## src/rtl/permutation_check.sv

```systemverilog
// permutation_check: scans a chromosome of NUM_GENES city genes, one gene per
// cycle, and reports whether the genes form a permutation of 0..NUM_GENES-1.
// The result gives the number of invalid positions and the lowest invalid position.
// Optional feature macro: GENE_REPAIR_EN. When it is defined, a second pass
// overwrites each invalid gene with the lowest unused city. When it is undefined,
// the repaired output is the latched chromosome unchanged.
module permutation_check #(
  parameter int NUM_GENES = 30,
  parameter int GENE_W    = 5
) (
  input  logic                          clk,
  input  logic                          reset,
  input  logic                          start,
  input  logic [NUM_GENES*GENE_W-1:0]   chromosome,
  output logic                          done,
  output logic                          valid,
  output logic [GENE_W-1:0]             bad_count,
  output logic [GENE_W-1:0]             first_bad,
  output logic [NUM_GENES*GENE_W-1:0]   repaired
);

  localparam int CHROM_W = NUM_GENES * GENE_W;
  localparam int BASE_W  = $clog2(CHROM_W);
  localparam int VAL_N   = 2 ** GENE_W;
  localparam logic [GENE_W-1:0] LAST_POS  = GENE_W'(NUM_GENES - 1);
  localparam logic [GENE_W-1:0] NUM_G     = GENE_W'(NUM_GENES);
  localparam logic [GENE_W-1:0] NONE_POS  = {GENE_W{1'b1}};

`ifdef GENE_REPAIR_EN
  typedef enum logic [1:0] {IDLE = 2'd0, SCAN = 2'd1, REPAIR = 2'd2, DONE = 2'd3} state_t;
`else
  typedef enum logic [1:0] {IDLE = 2'd0, SCAN = 2'd1, DONE = 2'd3} state_t;
`endif

  state_t                 state_q, state_d;
  logic [GENE_W-1:0]      pos_q, pos_d;
  logic [NUM_GENES-1:0]   seen_q, seen_d;
  logic [NUM_GENES-1:0]   bad_pos_q, bad_pos_d;
  logic                   done_q, done_d;
  logic                   valid_q, valid_d;
  logic [GENE_W-1:0]      bad_count_q, bad_count_d;
  logic [GENE_W-1:0]      first_bad_q, first_bad_d;
  logic [CHROM_W-1:0]     repaired_q, repaired_d;

  logic [BASE_W-1:0]      base_s;
  logic [GENE_W-1:0]      gene_s;
  logic [VAL_N-1:0]       seen_ext_s;
  logic                   gene_bad_s;
  logic [GENE_W-1:0]      free_s;

  // Lowest city index not yet used; the caller guarantees one exists.
  function automatic logic [GENE_W-1:0] lowest_free(input logic [NUM_GENES-1:0] used);
    logic [GENE_W-1:0] idx;
    idx = {GENE_W{1'b0}};
    for (int i = NUM_GENES - 1; i >= 0; i--) begin
      if (!used[i]) begin
        idx = i[GENE_W-1:0];
      end
    end
    return idx;
  endfunction

  // The gene under the cursor is read from the latched copy. The seen mask is
  // widened so that out-of-range gene values index a zero bit.
  assign base_s     = BASE_W'(pos_q) * BASE_W'(GENE_W);
  assign gene_s     = repaired_q[base_s +: GENE_W];
  assign seen_ext_s = {{(VAL_N - NUM_GENES){1'b0}}, seen_q};
  assign gene_bad_s = (gene_s >= NUM_G) || seen_ext_s[gene_s];
  assign free_s     = lowest_free(seen_q);

  // Next-state and datapath: scan pass, optional repair pass, one-cycle done.
  always_comb begin
    state_d     = state_q;
    pos_d       = pos_q;
    seen_d      = seen_q;
    bad_pos_d   = bad_pos_q;
    done_d      = 1'b0;
    valid_d     = valid_q;
    bad_count_d = bad_count_q;
    first_bad_d = first_bad_q;
    repaired_d  = repaired_q;
    case (state_q)
      IDLE: begin
        if (start) begin
          repaired_d  = chromosome;
          seen_d      = {NUM_GENES{1'b0}};
          bad_pos_d   = {NUM_GENES{1'b0}};
          bad_count_d = {GENE_W{1'b0}};
          first_bad_d = NONE_POS;
          valid_d     = 1'b0;
          pos_d       = {GENE_W{1'b0}};
          state_d     = SCAN;
        end else begin
          state_d = IDLE;
        end
      end
      SCAN: begin
        if (gene_bad_s) begin
          bad_pos_d[pos_q] = 1'b1;
          bad_count_d      = bad_count_q + {{(GENE_W-1){1'b0}}, 1'b1};
          if (first_bad_q == NONE_POS) begin
            first_bad_d = pos_q;
          end else begin
            first_bad_d = first_bad_q;
          end
        end else begin
          seen_d[gene_s] = 1'b1;
        end
        if (pos_q == LAST_POS) begin
          pos_d = {GENE_W{1'b0}};
`ifdef GENE_REPAIR_EN
          if (bad_count_d != {GENE_W{1'b0}}) begin
            state_d = REPAIR;
          end else begin
            state_d = DONE;
            done_d  = 1'b1;
            valid_d = 1'b1;
          end
`else
          state_d = DONE;
          done_d  = 1'b1;
          valid_d = (bad_count_d == {GENE_W{1'b0}});
`endif
        end else begin
          pos_d = pos_q + {{(GENE_W-1){1'b0}}, 1'b1};
        end
      end
`ifdef GENE_REPAIR_EN
      REPAIR: begin
        if (bad_pos_q[pos_q]) begin
          repaired_d[base_s +: GENE_W] = free_s;
          seen_d[free_s]               = 1'b1;
        end else begin
          seen_d = seen_q;
        end
        if (pos_q == LAST_POS) begin
          pos_d   = {GENE_W{1'b0}};
          state_d = DONE;
          done_d  = 1'b1;
          // Validity describes the chromosome as it was received.
          valid_d = (bad_count_q == {GENE_W{1'b0}});
        end else begin
          pos_d = pos_q + {{(GENE_W-1){1'b0}}, 1'b1};
        end
      end
`endif
      DONE: begin
        // A start seen here is dropped, not queued.
        state_d = IDLE;
      end
      default: begin
        state_d = IDLE;
      end
    endcase
  end

  // State and result registers with synchronous reset.
  always_ff @(posedge clk) begin
    if (reset) begin
      state_q     <= IDLE;
      pos_q       <= {GENE_W{1'b0}};
      seen_q      <= {NUM_GENES{1'b0}};
      bad_pos_q   <= {NUM_GENES{1'b0}};
      done_q      <= 1'b0;
      valid_q     <= 1'b0;
      bad_count_q <= {GENE_W{1'b0}};
      first_bad_q <= NONE_POS;
      repaired_q  <= {CHROM_W{1'b0}};
    end else begin
      state_q     <= state_d;
      pos_q       <= pos_d;
      seen_q      <= seen_d;
      bad_pos_q   <= bad_pos_d;
      done_q      <= done_d;
      valid_q     <= valid_d;
      bad_count_q <= bad_count_d;
      first_bad_q <= first_bad_d;
      repaired_q  <= repaired_d;
    end
  end

  assign done      = done_q;
  assign valid     = valid_q;
  assign bad_count = bad_count_q;
  assign first_bad = first_bad_q;
  assign repaired  = repaired_q;

endmodule

```

## config.mk

```make
export PLATFORM = sky130hd
export DESIGN_NAME = permutation_check
export DESIGN_NICKNAME = d
export VERILOG_FILES = /design/src/rtl/permutation_check.sv
export SDC_FILE = /design/constraint.sdc
export NUM_CORES = 1
export LEC_CHECK = 0
export BUFFER_PORTS_ARGS = -buffer_cell sky130_fd_sc_hd__buf_2
export CAP_MARGIN = 20
export CORE_ASPECT_RATIO = 2
export CORE_MARGIN = 5
export CORE_UTILIZATION = 30
export DETAILED_ROUTE_END_ITERATION = 10
export MAX_ROUTING_LAYER = met4
export PLACE_DENSITY_LB_ADDON = 0.25
export SYNTH_ARGS = -nofsm -noshare
export SYNTH_HDL_FRONTEND = slang
export SYNTH_SLANG_ARGS = --single-unit
```

## constraint.sdc

```tcl
create_clock -name clk -period 3.2 [get_ports clk]
set_input_delay 0.48 -clock clk [delete_from_list [all_inputs] [get_ports clk]]
set_output_delay 0.48 -clock clk [all_outputs]
set_load 0.1 [all_outputs]
```

### After elaboration in Yosys (flattened, before gate mapping)

Cells that the tools add are included.

* bits in registers: 199
* input bits: 153

* equal/unequal tests: 8
* $mul: 1
* bitwise logic cells: 2
* add/subtract/negate cells: 2
* shift-type cells: 1
* muxes and demuxes: 24
* reductions and logical operators: 11
* magnitude comparators: 3

Operators with widths (number)
* variable part select 150 x 9 -> 5 bit: 1
* 2-to-1 mux 30 bit: 2
* one-hot mux 30 bit (2 select lines): 1
* 2-to-1 mux 5 bit: 7
* OR 30 bit: 1
* one-hot mux 5 bit (2 select lines): 3
* adder 5 x 1 -> 5 bit (second input constant): 2
* == test 5 bit (second input constant): 2
* inequality test 2 bit (second input constant): 5
* multiplier 5 x 3 -> 8 bit (second input constant): 1
* < comparator 5 x 6 -> 1 bit (second input constant): 1
* 2-to-1 mux 1 bit: 6
* AND reduction 3 bit: 2
* binary-select mux 1 bit (select 5 bit): 1
* demux 1 bit (select 5 bit): 1
* >= comparator 5 x 1 -> 1 bit (second input constant): 1
* >= comparator 5 bit (second input constant): 1
* logical NOT 5 bit: 1
* one-hot mux 2 bit (2 select lines): 1
* AND reduction 2 bit: 2
* AND reduction 4 bit: 1
* == test 2 x 1 -> 1 bit (second input constant): 1
* logical NOT 2 bit: 1
* 2-to-1 mux 2 bit: 1
* 6 further kinds: 6

### Logic depth before layout (Yosys ltp)

* word-level depth: 10
* depth in mapped cells: 16

### Worst setup path after synthesis

No wires, ideal clock.

* path kind: reg2reg
* start point: register repaired_q[53] (netlist: repaired[53])
* end point: register bad_count_q[3] (netlist: bad_count[3])
* setup slack: -458 ps
* stages on the path, launching flop included: 12
* period minus slack after synthesis: 3658 ps
* arrival: 3584 ps
* required time: 3126 ps
* cells stage by stage: dfxtp_1 mux4_2 mux4_2 nor2_1 or3_1 clkbuf_2 or4_1 o32ai_1 a2111o_1 nor3_4 or4_1 a31oi_1

* word-level cells in the longest chain between the ends: 7
* elaborated cells on any way between the ends: 8

RTL lines
* start, declared: RTL line 43 `logic [CHROM_W-1:0] repaired_q, repaired_d;`
* start signal, assigned: RTL line 168 `repaired_q <= {CHROM_W{1'b0}};`
* start signal, assigned: RTL line 178 `repaired_q <= repaired_d;`
* variable part select 150 x 9 -> 5 bit (*): RTL line 66 `assign gene_s = repaired_q[base_s +: GENE_W];`
* binary-select mux 1 bit (select 5 bit): RTL line 68 `assign gene_bad_s = (gene_s >= NUM_G) || seen_ext_s[gene_s];`
* 2-to-1 mux 1 bit (implied by the code): RTL line 68
* logical OR 1 bit (*): RTL line 68
* 2-to-1 mux 5 bit (*): RTL line 98 `if (gene_bad_s) begin`
* 2-to-1 mux 5 bit (*): RTL line 82 `case (state_q)`
* one-hot mux 5 bit (2 select lines) (*): RTL line 82
* end signal, assigned: RTL line 166 `bad_count_q <= {GENE_W{1'b0}};`
* end signal, assigned: RTL line 176 `bad_count_q <= bad_count_d;`
* end, declared: RTL line 41 `logic [GENE_W-1:0] bad_count_q, bad_count_d;`

Every way passes the cells marked *; elsewhere a longest branch is shown, timed or not. The select of a mux whose other input is x is not followed.
A chain may end at the register's enable or synchronous reset.

### Worst setup path after layout

* start point: register pos_q[1]
* end point: register seen_q[2]

* word-level cells in the longest chain between the ends: 9
* elaborated cells on any way between the ends: 16

RTL lines
* start, declared: RTL line 36 `logic [GENE_W-1:0] pos_q, pos_d;`
* start signal, assigned: RTL line 161 `pos_q <= {GENE_W{1'b0}};`
* start signal, assigned: RTL line 171 `pos_q <= pos_d;`
* multiplier 5 x 3 -> 8 bit (*): RTL line 65 `assign base_s = BASE_W'(pos_q) * BASE_W'(GENE_W);`
* variable part select 150 x 9 -> 5 bit (*): RTL line 66
* < comparator 5 x 6 -> 1 bit (implied by the code) or >= comparator 5 x 1 -> 1 bit (tied branches): RTL line 107 `seen_d[gene_s] = 1'b1;`
* logical AND 1 bit (implied by the code): RTL line 107
* 2-to-1 mux 1 bit (implied by the code): RTL line 107
* demux 1 bit (select 5 bit): RTL line 107
* OR 30 bit (no source line)
* 2-to-1 mux 30 bit: RTL line 98
* one-hot mux 30 bit (2 select lines): RTL line 82
* end signal, assigned: RTL line 162 `seen_q <= {NUM_GENES{1'b0}};`
* end signal, assigned: RTL line 172 `seen_q <= seen_d;`
* end, declared: RTL line 37 `logic [NUM_GENES-1:0] seen_q, seen_d;`

Marked as above.

==> summary.txt <==
Run status
  • Outcome: complete, but fails checks
  • Failing checks: negative setup slack

Pwr
  • Pleak: 0.005549 µW
  • Pwr Density: 537.4 nW/µm²
  • Peak VDD IR: 0.4160 mV

STA
  • RSZ-0062 raised after global routing: true
  • Hold Vio Cnt, Final: 0
  • Min Tclk post-route: 3.532 ns
  • Pins over their slew limit: 0
  • Skew final: 0.01063 ns
  • Final setup viols: 41
  • Slew HR: 43.14%
  • Final period utilization: 110.4%
  • Setup slack after layout: -0.3317 ns
  • Fmax: 283.2 MHz
  • Worst slew pin tran: 0.8529 ns

Yosys
  • Simple-gate share of the synthesized area: 20.69%
  • Post-synthesis cell count: 1039
  • Post-Syn Area per Cell: 8.451 µm²
  • Seq/Total Area, Yosys: 45.37%
  • Post-Syn Nets: 1195
  • Post-synthesis mux area share: 12.01%
  • Post-Syn Area: 8781 µm²
  • YS warnings: 0
  • Xor-xnor portion of the synthesized cell area: 0.2992%
  • Post-Synth Adder-Cell Area: 0.4275%
  • Synth Flop Type: dfxtp_1
  • Largest family of logic cells by synthesized area: simple AND/OR/NAND/NOR gates
  • Post-synth EDFFs: 0
  • Compound-Gate Fraction of Synth Area: 16.43%
  • #FFs+latches synth: 199
  • Synth unique cells: 64
  • Ys async rst share: 0%

Global route
  • Initial antenna violation count: 0
  • GRT Total Usage: 21.89%
  • GRT overflow: 0
  • First-pass GRT wire length: 53320 µm
  • Largest net degree at the start of global routing: 103
  • Vias in the first global route: 9138

Cells and area
  • Commonest cells after routing, fill and taps aside: nand2_1, buf_2, a21oi_1, dfxtp_1, buf_4
  • FILL cells: 3030
  • Final net count: 1593
  • Most common cell after layout, fill and taps aside: nand2_1
  • Area grow syn2layout: 43.12%
  • Util after Layout: 43.56%
  • Inserted Diodes: 0
  • Share of cells above drive strength 1: 43.93%

Hold path
  • Worst min-delay path class: in2reg

Critical path
  • Setup crit end kind: flop
  • CP Class: reg2reg
  • Critical Path Fanout Max: 12
  • WP data required: 3.59 ns
  • Crit start category: flop
  • Critical Path AT: 3.92 ns

Place
  • DP HPWL: 27400 µm
  • Final estimated routing congestion in global placement: 0.9506
  • Port buffer count: 314
  • Post-Place Worst Slack: -0.5296 ns

Clock network
  • Clock Tree Buf Depth: 2
  • CTS buffer count: 17
  • CTS clk-pin slew, worst paths: 0.08 ns
  • TritonCTS clock tree: yes
  • Root buffer selected by CTS: clkbuf_16
  • Clock sinks: 199
  • CTS HTree Levels: 4
  • Worst skew pair latency: 0.45 ns

Die
  • Num rows: 88
  • Ports: 315
  • Initial Utilization: 30.44%
  • Die W: 131.0 µm
  • Die Ht: 252.0 µm
  • CORE AREA: 28850 µm²
  • Die area: 33000 µm²

Routing
  • Met2 WL: 19850 µm
  • DR vias: 9019
  • Post-route DRC: 0
  • Via density: 4.983
  • DRT iter0 DRCs: 433
  • DRT antenna net count: 0
  • Final WL: 35440 µm
  • DR pass1 iterations: 4
  • Highest metal used: met4
  • WL/cell: 19.58 µm
  • WL met3: 1324 µm
  • Met1 Wirelength: 12910 µm

Job
  • Max cap viols: 0
critical path: stages (launching register included):
cell      delay [ns]
dfxtp_4         0.41
buf_12          0.15
mux4_1          0.56
mux4_2          0.51
nor2_2          0.12
or3_4           0.14
buf_4           0.15
a21oi_1         0.07
a2111o_1        0.48
nor3_4          0.33
buf_12          0.18
buf_6           0.11
and2_4          0.14
a22o_1          0.12
final timing paths:
path,startpoint,endpoint,slack [ns],cells past startpoint
setup / recovery,pos_q[1],seen_q[2],-0.33,13
hold / removal,chromosome[17],repaired[17],0.25,3
setup reg to reg,pos_q[1],seen_q[2],-0.33,13
hold reg to reg,seen_q[13],seen_q[13],0.45,2
per-layer routing:
layer | GRT usage, % | vias to the layer above
met5 | - | -
met4 | 9.209 | 0
met3 | 3.114 | 66
met2 | 40.15 | 300
met1 | 22.70 | 4252
li1 | - | 4401
cell families after synthesis:
logic type / after synthesis
simple gates: 430
compound gates: 246
flops: 199
buf+inv: 85
mux: 73
xor+xnor: 3
fa+ha+maj: 3
state kept, by name, indices dropped and copies added, names as in the netlist:
register	cells
repaired	150
seen_q	30
bad_count	5
first_bad	5
pos_q	5
state_q	2
done	1
valid	1
report_power, final:
| part | internal (µW) | switching (µW) |
|---|---|---|
| clock network | 1140 | 1040 |
| registers | 2600 | 115 |
| logic | 478 | 1380 |
cell usage after synthesis, drive strengths merged (4+ instances only):
master	count	area share, %
a21oi	160	9.1
o21ai	21	1.2
a22oi	6	0.57
inv	5	0.21
mux2i	42	4.8
nor4	6	0.43
a31oi	5	0.36
clkbuf	58	2.5
mux4	23	6.2
o211ai	6	0.51
or4	5	0.43
buf	21	2.0
o21bai	5	0.43
nor3	6	0.47
nor2b	4	0.28
a22o	12	1.2
mux2	8	1.0
and2	8	0.61
dfxtp	199	45
nand2	339	14
nor2	27	1.2
or3	5	0.36
nand3	9	0.51
o22ai	10	0.78
nand3b	6	0.66
cell type report:
| type | instances | area (µm²) | share of cell area, % |
|---|---|---|---|
| Clock inverter | 13 | 133.9 | 1.065 |
| Clock buffer | 19 | 452.9 | 3.604 |
| Multi-Input combinational cell | 755 | 4583 | 36.47 |
| Timing Repair Buffer | 458 | 2813 | 22.38 |
| Tap cell | 360 | 450.4 | 3.584 |
| Sequential cell | 199 | 4111 | 32.72 |
| Inverter | 6 | 22.52 | 0.1792 |
per-stage QoR:
step,setup TNS [ns],cell area [µm²],std cells,total power [µW],hold slack (ns)
after global placement,-12.05,11600,1764,4571,0.4459
after detailed placement,-14.25,11600,1764,4577,0.4467
after floorplan,-3.583,8914,1039,4041,0.4275
final,-10.45,12570,1810,6754,0.2505
after CTS,-8.661,12500,1808,6802,0.2253
after global routing,-15.08,12570,1810,7000,0.2422
what timing repair did:
item,CTS,global route
cloned,1,0
hold buffers,0,0
pin swaps,4,3
gates resized for setup,53,12
setup endpoints to repair,41,41
buffers inserted,11,2
No activity file was read; power rests on OpenSTA's default activity.
